## src/rtl/shift_rows_stream.sv

```systemverilog
// AES ShiftRows / InvShiftRows on a streamed state, followed by a DEPTH-entry output FIFO.
// Optional accepted-beat counter on blk_count when SHIFT_ROWS_STREAM_CNT_EN is defined.
module shift_rows_stream #(
    parameter int NB    = 4,
    parameter int DEPTH = 2
) (
    input  logic              clk,
    input  logic              rst,
    input  logic              in_valid,
    output logic              in_ready,
    input  logic              in_dec,
    input  logic [0:32*NB-1]  state,
    output logic              out_valid,
    input  logic              out_ready,
    output logic [0:32*NB-1]  new_state,
    output logic              out_dec,
    output logic [31:0]       blk_count
);

    localparam int W  = 32 * NB;
    localparam int AW = $clog2(DEPTH);
    localparam logic [AW:0] DEPTH_C = (AW + 1)'(DEPTH);

    logic [0:W-1]  w_shifted;
    logic          w_push;
    logic          w_pop;

    logic [0:W-1]  r_mem_state [DEPTH];
    logic          r_mem_dec   [DEPTH];
    logic [AW-1:0] r_wr_ptr;
    logic [AW-1:0] r_rd_ptr;
    logic [AW:0]   r_count;

    // Source column for output byte (r, c); Rijndael uses larger row 2/3 offsets at NB=8.
    function automatic int src_col(input int r, input int c, input logic dec);
        int off;
        case (r)
            0:       off = 0;
            1:       off = 1;
            2:       off = (NB == 8) ? 3 : 2;
            default: off = (NB == 8) ? 4 : 3;
        endcase
        return dec ? ((c + NB - off) % NB) : ((c + off) % NB);
    endfunction

    always_comb begin
        w_shifted = '0;
        for (int r = 0; r < 4; r++) begin
            for (int c = 0; c < NB; c++) begin
                w_shifted[8*(4*c + r) +: 8] = state[8*(4*src_col(r, c, in_dec) + r) +: 8];
            end
        end
    end

    // rst forces in_ready low in the reset cycle itself; out_ready never reaches it.
    assign in_ready  = !rst && (r_count != DEPTH_C);
    assign out_valid = (r_count != '0);
    assign w_push    = in_valid && in_ready;
    assign w_pop     = out_valid && out_ready;

    assign new_state = out_valid ? r_mem_state[r_rd_ptr] : '0;
    assign out_dec   = out_valid ? r_mem_dec[r_rd_ptr]   : 1'b0;

    always_ff @(posedge clk) begin
        if (w_push) begin
            r_mem_state[r_wr_ptr] <= w_shifted;
            r_mem_dec[r_wr_ptr]   <= in_dec;
        end
    end

    always_ff @(posedge clk) begin
        if (rst) begin
            r_wr_ptr <= '0;
            r_rd_ptr <= '0;
            r_count  <= '0;
        end else begin
            if (w_push) r_wr_ptr <= r_wr_ptr + 1'b1;
            if (w_pop)  r_rd_ptr <= r_rd_ptr + 1'b1;
            case ({w_push, w_pop})
                2'b10:   r_count <= r_count + 1'b1;
                2'b01:   r_count <= r_count - 1'b1;
                default: r_count <= r_count;
            endcase
        end
    end

`ifdef SHIFT_ROWS_STREAM_CNT_EN
    logic [31:0] r_blk_count;

    always_ff @(posedge clk) begin
        if (rst)         r_blk_count <= '0;
        else if (w_push) r_blk_count <= r_blk_count + 32'd1;
    end

    assign blk_count = r_blk_count;
`else
    assign blk_count = '0;
`endif

endmodule

```

## config.mk

```make
export PLATFORM = sky130hd
export DESIGN_NAME = shift_rows_stream
export DESIGN_NICKNAME = d
export VERILOG_FILES = /design/src/rtl/shift_rows_stream.sv
export SDC_FILE = /design/constraint.sdc
export NUM_CORES = 1
export LEC_CHECK = 0
export ABC_AREA = 1
export BUFFER_PORTS_ARGS = -buffer_cell sky130_fd_sc_hd__buf_2
export CAP_MARGIN = 20
export CORE_AREA = 2 2 168 170
export CTS_CLUSTER_SIZE = 8
export DETAILED_ROUTE_END_ITERATION = 10
export DIE_AREA = 0 0 170 172
export HOLD_SLACK_MARGIN = 0.06
export PLACE_DENSITY = 0.7
export SLEW_MARGIN = 5
export SYNTH_ARGS = -nofsm -noshare
export SYNTH_HDL_FRONTEND = slang
export SYNTH_SLANG_ARGS = --single-unit
```

## constraint.sdc

```tcl
create_clock -name clk -period 6.28 [get_ports clk]
set_input_delay 0.628 -clock clk [delete_from_list [all_inputs] [get_ports clk]]
set_output_delay 0.628 -clock clk [all_outputs]
set_load 0.01 [all_outputs]
```

# Yosys cells after proc, flatten, opt, wreduce, memory -nomap -nowiden
# Memory sizes are Yosys's and may differ from the RTL's. A register that Yosys moved wholly into a read port is not among the register bits.
# Cells that the tools add are included.
[totals]
n_memories = 2
ff_bits = 4
ramBits = 258
inputBits = 133
out_inout_bits = 163
elab_cells = 55
[memory_table]
columns = ["memory", "depth", "width", "rd", "rd_clocked_by_memory_dff", "wr", "line_no", "source"]
rows = [
  ["r_mem_state", 2, 128, 1, 1, 1, "28", "logic [0:W-1] r_mem_state [DEPTH];"],
  ["r_mem_dec", 2, 1, 1, 1, 1, "29", "logic r_mem_dec [DEPTH];"],
]
[classes]
n_reduce_logical = 6
n_mux = 13
bitwise_logic = 8
n_addsub = 12
shifts = 8
n_eq_ne = 3
[op_table]
columns = ["cell", "n"]
rows = [
  ["$shiftx 128x32->129", 8],
  ["$not 32->32", 5],
  ["$mux 128", 1],
  ["$not 8->32", 3],
  ["$add 29x3->29 const B", 3],
  ["$add 29x2->29 const B", 1],
  ["$add 4x1->5 const B", 3],
  ["$mux 2", 4],
  ["$mux 1", 7],
  ["$add 4x2->5 const B", 1],
  ["$pmux 2 s2", 1],
  ["$reduce_bool 2->1", 2],
  ["$logic_and 1x1->1", 3],
  ["$add 1x1->1 const B", 2],
  ["$add 2x1->2 const B", 1],
  ["$eq 2x1->1 const B", 1],
  ["$eq 2x2->1 const B", 1],
  ["$ne 2x2->1 const B", 1],
  ["$sub 2x1->2 const B", 1],
  ["$logic_not 1->1", 1],
]

# Longest topological paths before layout
[depth]
word_depth = 5
ltp_mapped = 9
ltp_nobuf = 9

# Worst setup path after synthesis
# No wires, ideal clock.
[synth_path]
path_kind = "input to register"
from = "in rst"
to = "mem r_mem_dec[0], enable pin"
n_path_buf = 0
setup_time_ps = 619
required_time_ps = 5661
arrival_ps = 6240
cell_stages = 3
setup_slack_ps = -579
path_cell_list = "inv_1 nand3_1 nor2_1"
[synth_between]
elab_chain_cells = 5
[synth_lines]
columns = ["element", "line_no", "source"]
rows = [
  ["start, declared", "8", "input logic rst,"],
  ["$logic_not 1->1", "56", "assign in_ready = !rst && (r_count != DEPTH_C);"],
  ["$logic_and 1x1->1", "56", ""],
  ["$logic_and 1x1->1", "58", "assign w_push = in_valid && in_ready;"],
  ["$mux 1", "65", "if (w_push) begin"],
  ["$mux 1 (implied by the code)", "67", "r_mem_dec[r_wr_ptr] <= in_dec;"],
  ["end, declared", "29", ""],
]
# Every way passes these cells.

==> metrics.txt <==
Placer Congestion 0.7673; Mapped Cells 936; # Max-Cap Violations 0; Die ar. around 0.03 sq mm; endpoint class of the critical path output port; Final Slew Violations 0; total number of cells along the worst setup path 5; Buf/Inv on CP 3; Hold Startpoint state[112]; Cell Pwr Density 348.6 mW/mm^2; Slew headroom 33.64%; Reg-to-Reg Start r_count[0]; die height approximately 170 microns; Crit path largest cell delay 0.71 ns; post-synthesis sequential area ratio 72.22%; Compound-Gate Fraction of Synth Area about 9%; ranking of synthesized cells by area edfxtp_1 71%, nand2_1 10%, a21oi_1 7.5%, buf_4 3.4%, buf_2 1.7%; Worst EP required 5.65 ns; Num CTS Buffers 38; initial antenna violation count 2; post-synth top area share 71.30%; crit-path cells inv_4 > buf_4 > nand2_1 > a21oi_1 > buf_2; Initial Util between 30% and 40%; ys async rst share 0%; RR Endpoint r_mem_state[1][18]; multiplexer share of the synthesized area 0%; total gr overflow 0; clk_lat worst skew 0.49 ns; top-count cell post-synth nand2_1; CP max stage cell buf_4; largest net degree at the start of global routing 76; Fillers 2468; core area 0.02748 sq mm; Setup violations, final 0; total wire length 25010 microns; CTS Buffer Depth 3; area leader, netlist edfxtp_1; Synth Area in Adders 0.1152%; Largest delay share family, worst path buffers and inverters; DR WL/cell 16.19 microns; Initial DRC Count 574; Post-DP HPWL 15330 microns; Die X 170 microns; Hold Crit Class input pin to flop; Max VDD drop about 0.22 mV; cell area after synthesis 0.01087 sq mm; CP endpoint new_state[51]; status complete, no violations; Vias/cell around 4.8; worst r2r path cells 5; final worst-path cycle share between 50 and 60%; worst slack, placed approximately 3.1 ns; worst-path fanout max between 60 and 70; I/O Buffers 263; Setup Fix Bufs, Post-CTS 0; Clock Skews 0.007030 ns; Via Count approximately 7500; crit path kind flop to output port; Syn Area/Cell 11.61 sq um; final std cells w/o fill 1545; cell row count 61; fmax 283.3 MHz; Final Critical Period 3.529 ns; synthesis-stage register bit count about 260; Simple-Gate Fraction of Synth Area 12.00%; xor/xnor share of the synthesized area 0%; fin nets 1324; Root Driver clkbuf_16; Routed Antenna Nets 0; DP Cell Count 1496; Top FF cell, synth edfxtp_1; worst reg-to-reg setup slack 3.49 ns; Area Growth Syn to Fin 22.51%; Synth top cells by count 299 x nand2_1, 258 x edfxtp_1, 163 x a21oi_1, 49 x buf_4, 42 x nor2_1; CP Launch Type flop; clock sink count 263; number of flops mapped to enable cells by yosys around 260; global-route wire length before repair 38040 microns; CTS tree done; CTS H-Tree Depth 2; layout cells sized above 1 around a quarter; Final Hold Fails 0; post_cts resized 0; RSZ-0062 raised after global routing false; hold_buf cts 0; Worst-path clk slew 0.05 ns; Data arrival, critical path 2.90 ns; Leak 5.508 nW; Hold WS 0.3220 ns; I/O Pins around 300; # diodes 0; GRT Util Overall 16.62%; setup TNS 0 ns; vias in the first global route 7362; main combinational cell family by area after synthesis simple AND/OR/NAND/NOR gates; worst setup margin 2.751 ns; Worst Tran Pin Value 0.9954 ns; DRC violations left 0; synth unique cells 17; Yosys Warn Count 0; TritonRoute pass-1 iters 4
power breakdown:
| part | total (mW) | internal, mW | leakage, nW | switching, mW |
|---|---|---|---|---|
| Clock | 1.81 | 1.15 | 0.515 | 0.660 |
| Combinational | 0.756 | 0.241 | 2.59 | 0.515 |
| Sequential | 2.07 | 2.03 | 2.41 | 0.0397 |
stage by stage:
step,cell area (sq um),power [mW],utilization (%)
2_1_floorplan,10980,2.583,-
3_3_place_gp,12260,2.863,44.60
3_5_place_dp,12260,2.875,44.60
4_1_cts,13310,4.704,48.45
5_1_grt,13310,4.854,48.45
6_report,13310,4.640,48.45
state kept, by name, indices dropped and copies added (netlist names), named ones only:
register / flops
r_mem_state: 256
r_wr_ptr: 1
r_rd_ptr: 1
r_count: 2
r_mem_dec: 2
final cells by class:
| type | count | area [sq um] | share of cell area [%] |
|---|---|---|---|
| clock buffers | 49 | 1056 | 7.933 |
| well taps | 346 | 432.9 | 3.252 |
| multi-input cells | 574 | 2430 | 18.25 |
| repair buffers | 271 | 1379 | 10.36 |
| inverters | 42 | 162.7 | 1.222 |
| flip-flops and latches | 263 | 7851 | 58.98 |
per-layer routing:
metal	track usage [%]	wire, microns	vias to the layer above
li1	-	-	3638
met1	19.07	9782	3505
met2	29.64	12480	295
met3	5.585	2154	50
met4	4.831	563	4
met5	0	29	-
placed cells by master, fill, tap and decap left out, drive strengths merged:
master / count
nand3: 1
a21oi: 163
inv: 42
nand2: 299
nand4: 2
buf: 271
dfxtp: 5
ha: 1
clkbuf: 49
nor2: 43
conb: 32
edfxtp: 258
o21ai: 33
cells by family (layout without fill, tap and decap cells):
kind of cell | Yosys count | in the layout
DFF | 263 | 263
adders and majority gates | 1 | 1
other | 1 | 32
and+or+nand+nor | 345 | 345
AOI/OAI and AO/OA | 196 | 196
buffers and inverters | 130 | 362
worst min path at each step:
stage / slack (ns) / cells after the start / to
floorplan: 0.47 / 2 / flop
global placement: 0.48 / 2 / r_rd_ptr
detailed placement: 0.49 / 2 / r_rd_ptr
CTS: 0.30 / 1 / r_mem_state[0][44]
global route: 0.30 / 1 / r_mem_state[0][88]
finish: 0.32 / 1 / r_mem_state[1][79]
Note: power is estimated with default switching activity, not from simulation.
